`src/rtl/dlx_multicycle_seq.sv`:
```
// Multi-cycle FETCH/DECODE/EXEC/MEM/WB sequencer for the DLX datapath.
// Define SEQ_PERF_CNT_EN to add the retired_cnt/stall_cnt performance counters.
module dlx_multicycle_seq #(
   parameter int MEM_TIMEOUT = 16,
   parameter int CNT_W       = 32
) (
   input  logic             clk,
   input  logic             reset,
   input  logic             imem_ready,
   input  logic             dmem_ready,
   input  logic             mem_wr,
   input  logic             reg_wr,
   input  logic             mem_to_reg,
   input  logic             branch_z,
   input  logic             branch_nz,
   input  logic             jmp,
   input  logic             jmp_r,
   input  logic             link,
   input  logic             zero,
   output logic             imem_req,
   output logic             ir_load,
   output logic             pc_load,
   output logic [1:0]       pc_sel,
   output logic             dmem_req,
   output logic             dmem_we,
   output logic             rf_we,
   output logic [1:0]       wb_sel,
   output logic             instr_done,
   output logic             trap,
   output logic [2:0]       state
`ifdef SEQ_PERF_CNT_EN
   ,
   output logic [CNT_W-1:0] retired_cnt,
   output logic [CNT_W-1:0] stall_cnt
`endif
);

   typedef enum logic [2:0] {
      S_FETCH  = 3'd0,
      S_DECODE = 3'd1,
      S_EXEC   = 3'd2,
      S_MEM    = 3'd3,
      S_WB     = 3'd4,
      S_TRAP   = 3'd5
   } state_t;

   localparam logic [7:0] TIMEOUT_LIM = 8'(MEM_TIMEOUT);

   if (MEM_TIMEOUT < 1 || MEM_TIMEOUT > 255 || CNT_W < 1) begin : g_bad_param
      $error("dlx_multicycle_seq: MEM_TIMEOUT must be 1..255 and CNT_W >= 1");
   end

   state_t     state_q, state_d;
   logic [7:0] wait_q, wait_d;
   logic       taken;

   always_ff @(posedge clk) begin
      if (reset) begin
         state_q <= S_FETCH;
         wait_q  <= '0;
      end else begin
         state_q <= state_d;
         wait_q  <= wait_d;
      end
   end

   assign taken = jmp | jmp_r | (branch_z & zero) | (branch_nz & ~zero);

   always_comb begin
      state_d    = state_q;
      wait_d     = wait_q;
      imem_req   = 1'b0;
      ir_load    = 1'b0;
      pc_load    = 1'b0;
      pc_sel     = 2'd0;
      dmem_req   = 1'b0;
      dmem_we    = 1'b0;
      rf_we      = 1'b0;
      wb_sel     = 2'd0;
      instr_done = 1'b0;
      trap       = 1'b0;
      state      = state_q;

      case (state_q)
         S_FETCH: begin
            imem_req = 1'b1;
            if (imem_ready) begin
               ir_load = 1'b1;
               pc_load = 1'b1;
               state_d = S_DECODE;
            end else if (wait_q == TIMEOUT_LIM) begin
               state_d = S_TRAP;
            end else begin
               wait_d = wait_q + 8'd1;
            end
         end
         S_DECODE: state_d = S_EXEC;
         S_EXEC: begin
            if (taken) begin
               pc_load = 1'b1;
               pc_sel  = jmp_r ? 2'd3 : (jmp ? 2'd2 : 2'd1);
            end
            if (mem_wr | mem_to_reg) begin
               state_d = S_MEM;
            end else if (reg_wr | link) begin
               state_d = S_WB;
            end else begin
               state_d    = S_FETCH;
               instr_done = 1'b1;
            end
         end
         S_MEM: begin
            dmem_req = 1'b1;
            dmem_we  = mem_wr;
            if (dmem_ready) begin
               if (mem_to_reg) begin
                  state_d = S_WB;
               end else begin
                  state_d    = S_FETCH;
                  instr_done = 1'b1;
               end
            end else if (wait_q == TIMEOUT_LIM) begin
               state_d = S_TRAP;
            end else begin
               wait_d = wait_q + 8'd1;
            end
         end
         S_WB: begin
            rf_we      = 1'b1;
            wb_sel     = link ? 2'd2 : (mem_to_reg ? 2'd1 : 2'd0);
            instr_done = 1'b1;
            state_d    = S_FETCH;
         end
         S_TRAP: trap = 1'b1;
         default: state_d = S_FETCH;
      endcase

      // Any state change starts a fresh wait window.
      if (state_d != state_q) begin
         wait_d = '0;
      end

      if (reset) begin
         imem_req   = 1'b0;
         ir_load    = 1'b0;
         pc_load    = 1'b0;
         pc_sel     = 2'd0;
         dmem_req   = 1'b0;
         dmem_we    = 1'b0;
         rf_we      = 1'b0;
         wb_sel     = 2'd0;
         instr_done = 1'b0;
         trap       = 1'b0;
         state      = 3'd0;
      end
   end

`ifdef SEQ_PERF_CNT_EN
   logic stall;

   assign stall = ((state_q == S_FETCH) & ~imem_ready) | ((state_q == S_MEM) & ~dmem_ready);

   always_ff @(posedge clk) begin
      if (reset) begin
         retired_cnt <= '0;
         stall_cnt   <= '0;
      end else begin
         if (instr_done) retired_cnt <= retired_cnt + 1'b1;
         if (stall)      stall_cnt   <= stall_cnt + 1'b1;
      end
   end
`endif

endmodule

```
`config.mk`:
```
export PLATFORM = sky130hd
export DESIGN_NAME = dlx_multicycle_seq
export DESIGN_NICKNAME = d
export VERILOG_FILES = /design/src/rtl/dlx_multicycle_seq.sv
export SDC_FILE = /design/constraint.sdc
export NUM_CORES = 1
export LEC_CHECK = 0
export CORE_MARGIN = 2
export CORE_UTILIZATION = 46
export DETAILED_ROUTE_END_ITERATION = 6
export GPL_TIMING_DRIVEN = 0
export PLACE_DENSITY_LB_ADDON = 0.05
export REMOVE_ABC_BUFFERS = 1
export SKIP_LAST_GASP = 1
export SYNTH_ARGS = -nofsm -noshare
export SYNTH_HDL_FRONTEND = slang
export SYNTH_SLANG_ARGS = --single-unit
```
`constraint.sdc`:
```
create_clock -name clk -period 2.4 [get_ports clk]
set_clock_uncertainty 0.05 [all_clocks]
set_input_delay 0.36 -clock clk [delete_from_list [all_inputs] [get_ports clk]]
set_output_delay 0.36 -clock clk [all_outputs]
set_load 0.05 [all_outputs]
```
### After elaboration in Yosys (flattened, before gate mapping)

Index checks and enable logic that the tools add are counted.

* register bits: 11
* word-level logic and storage cells: 67
* output and inout port bits: 15

* bitwise gates (word level): 8
* equality and inequality tests: 9
* reduce and logical (&&, ||, !) cells: 4
* $add $sub $neg: 1
* multiplexer cells: 43

Operators by type and width (count)
* $mux W8: 3
* $mux W1: 21
* $mux W3: 7
* $mux W2: 8
* $pmux W8 S2: 1
* $pmux W3 S5: 1
* $add A8 B1 Y8 const B: 1
* $eq A8 B5 Y1 const B: 1
* $eq A3 B2 Y1 const B: 2
* $eq A3 B3 Y1 const B: 2
* $or A1 B1 Y1: 5
* $ne A2 B2 Y1 const B: 2
* $eq A3 B1 Y1 const B: 1
* $logic_not A3 Y1: 1
* $ne A3 B3 Y1: 1
* $pmux W1 S3: 1
* $reduce_and A3 Y1: 1
* $and A1 B1 Y1: 2
* $pmux W1 S2: 1
* $reduce_bool A2 Y1: 1
* $reduce_or A2 Y1: 1
* $not A1 Y1: 1

### Depth between registers and ports, before layout

Gate-level depths: netlist of run 1.

* word-level depth: 6
* depth in mapped cells: 6

### Least setup slack after synthesis of run 1

Ideal clock, no wire load.

* path kind: reg2out
* start: register state_q[2]
* end: output ir_load
* slack: -0.863 ns
* required time: 1.990 ns
* buffers on the path: 2
* data arrival time: 2.853 ns
* cell stages (with the launch flop): 5
* path through: dfxtp_1 -> clkbuf_1 -> buf_1 -> nor4_1 -> and2_1

* longest elaborated chain between the ends: 3

RTL lines
* start, declared: line 53 `state_t state_q, state_d;`
* start signal, assigned: line 62 `state_q <= state_d;`
* $logic_not A3 Y1: line 84 `case (state_q)`
* $mux W1: line 84
* $mux W1: line 143 `if (reset) begin`
* end, declared: line 21 `output logic ir_load,`

No other way between the ends.

### Worst setup path after layout of run 1

* start: input reset
* end: output dmem_req

* longest elaborated chain between the ends: 1

RTL lines
* start, declared: line 8 `input logic reset,`
* $mux W1: line 143
* end, declared: line 24 `output logic dmem_req,`

No other way between the ends.

==> impl_metrics.toml, run 1 <==
[clock_tree]
cts_buffers = 3
cts_root_buf = "clkbuf_4"
clk_latency_ns = 0.27
tritoncts = "built"
post_cts_buffers = 0
htreeDepth = 1
clock-sinks = 11
cts_buffer_depth = 2
hold_buffers = 0
path_clk_slew_ns = 0.07

[yosys]
synth.area.top_cells = "dfxtp_1, a2111oi_2, nor2_1"
netlist_instances = 118
synth_seq_cells = 11
yosysMostFrequentCell = "nor2_1"
synth_top_cells_by_count = "nor2_1, dfxtp_1, nand3_1"
synth_top_area_cell = "dfxtp_1"
synth_cell_types = 39
ys.flop_type = "dfxtp_1"
synth_enable_flop_cells = 0
yosysSeqAreaShare = 0.241
synth_area_sq_um = 913
ys_async_sr_fraction = 0
yosysWarnings = 0
yosysTopAreaCellShare = 0.241
syn_avg_cell_area_sq_um = 7.74

[detailed_routing]
dr.pass1.iters = 5
dr_total_vias = 1007
drt-initial-drc-count = 19
drc_errors = 0
wl_microns = 2280
postRouteAntennaNets = 0
viasPerCell = 5.96
routedWlPerCell_microns = 13.5

[power_and_ir_drop]
p_sw_uw = 190
p_total_uw = 504
comb_power_share = 0.327
p_int_uw = 313
p_seq_frac = 0.424
peakVddDrop_v = 0.000210
power_density_mw_per_mm2 = 428
clkPwrFrac = 0.249
leakagePower_uw = 0.000456
switching_share = 0.378

[floorplanning]
dieArea_sq_mm = 0.00236
start_util = 0.475
die_y_microns = 48.6
die_x_microns = 48.6
rows = 16
pin_count = 28
fp.coreArea_sq_mm = 0.00192

[sta]
slew_headroom = 0.456
slew_violations = 0
holdWs_ns = 0.520
max_freq_mhz = 436
fin_ws_ns = 0.105
worst_slew_pin_slew_ns = 0.816
finalCriticalPeriod_ns = 2.30
finalHoldViolCount = 0
setup_viol_count_final = 0
period_share = 0.956
rsz0062_at_grt = "false"

[global_route]
grt_pass1_vias = 959
grt_first_pass_wirelength_microns = 4020
grt_overflow = 0
grt_start_max_net_pins = 20
antenna_found_initial = 0
grt_usage = 0.206

[place]
dp_cells = 165
detailed_place_hpwl_microns = 1730
gp_congestion = 0.853
io_buffers = 27
dp_slack_ns = -0.395

[worst_setup_path]
cp_data_required_time_ns = 1.99
critical_path_arrival_ns = 1.89
critPathKind = "primary input to primary output"
reg2reg_slack_ns = 0.22
crit_path_start_kind = "primary input"
cp_max_fo = 7
end_kind = "primary output"

[layout]
nFillCells = 202
antenna_cells = 0
nets = 158
fin_util = 0.612
seqCellArea_sq_um = 223
multiInputGateArea_sq_um = 624
area_growth_pct = 28.8
layout-drive-gt1-share = 0.127
instances_no_fill = 169

[hold_path]
min_path_type = "flip-flop to flip-flop"

[flow_run]
cap_violations = 0

[run_status]
status = "finished, final reports clean"
## layout by cell type (no fill, tap or decap), drive strengths merged, types with 2 or more instances in the layout
cell type      count
nand2              7
clkdlybuf4s50     12
xnor2              5
and3b              2
a31oi              2
dlygate4sd2        9
a211oi             2
nand3              8
dfxtp             11
nor3               5
inv                7
or3                2
ha                 2
nor2              12
a21boi             3
a32oi              2
a21oi              4
clkbuf             7
o21ai              7
nor4               6
and2               3
o31ai              2
a2111oi            6
## power groups by stage
stage                     registers, uW  clock network, uW  logic [uW]
final                               214                125         164
after global routing                216                135         177
after CTS                           213                127         164
after detailed placement            216                  0         170
after global placement              216                  0         169
after floorplan                     210                  0         108
## cells by family after synthesis
kind of cell	count (synthesis)	share of synthesized area
AO/OA/AOI/OAI	33	0.279
XOR/XNOR	5	0.0479
adder cells (fa/ha/maj)	2	0.0274
buffers and inverters	14	0.0822
flip-flops	11	0.241
multiplexers	1	0.0110
AND/OR/NAND/NOR	52	0.311
## final cells by class
class	instances	share of cell area
clock buffers	4	0.0223
inverters	7	0.0223
multi-input cells	93	0.531
flip-flops and latches	11	0.189
well taps	27	0.0287
repair buffers	27	0.206
## state kept, by name, summed over array words and instances (netlist names)
| register | count |
|---|---|
| state_q | 3 |
| wait_q | 8 |
## final timing paths
check | cells past startpoint | to | startpoint
min reg2reg | 2 | wait_q[7]$_SDFFE_PP0P_ | wait_q[7]$_SDFFE_PP0P_
min | 2 | wait_q[7]$_SDFFE_PP0P_ | wait_q[7]$_SDFFE_PP0P_
max reg2reg | 4 | wait_q[2]$_SDFFE_PP0P_ | state_q[1]$_SDFF_PP0_
max | 5 | dmem_req | reset
## timing repair
item	in CTS	in global routing
pin swaps	0	0
resized for setup	20	12
setup endpoints to repair	15	13
## per-stage QoR
step | TNS, ns | instance area (sq um)
after CTS | -0.0254 | 1180
after floorplan | -1.23 | 865
final | 0 | 1180
after detailed placement | -3.61 | 1170
after global placement | -3.02 | 1170
after global routing | 0 | 1180
## worst max-delay path, cell delays in order
cell	delay, ns
clkdlybuf4s50_1	0.53
nor2_1	0.20
nand2_1	0.11
nor2_1	0.14
dlygate4sd2_1	0.54
## layer usage
| metal | vias to the layer above | track usage | part of all wire |
|---|---|---|---|
| li1 | 498 | - | - |
| met1 | 466 | 0.249 | 0.46 |
| met2 | 38 | 0.384 | 0.48 |
| met3 | 5 | 0.0123 | 0.049 |
| met4 | 0 | 0.0714 | 0.016 |
| met5 | - | 0 | 0 |
Power figures use the tool's default switching activity.
==> run 2: changes to the inputs <==
Settings changed: CAP_MARGIN set to 20.
==> results of run 2 <==
Same layout as run 1: the final DEF is identical, and so are final timing and power.
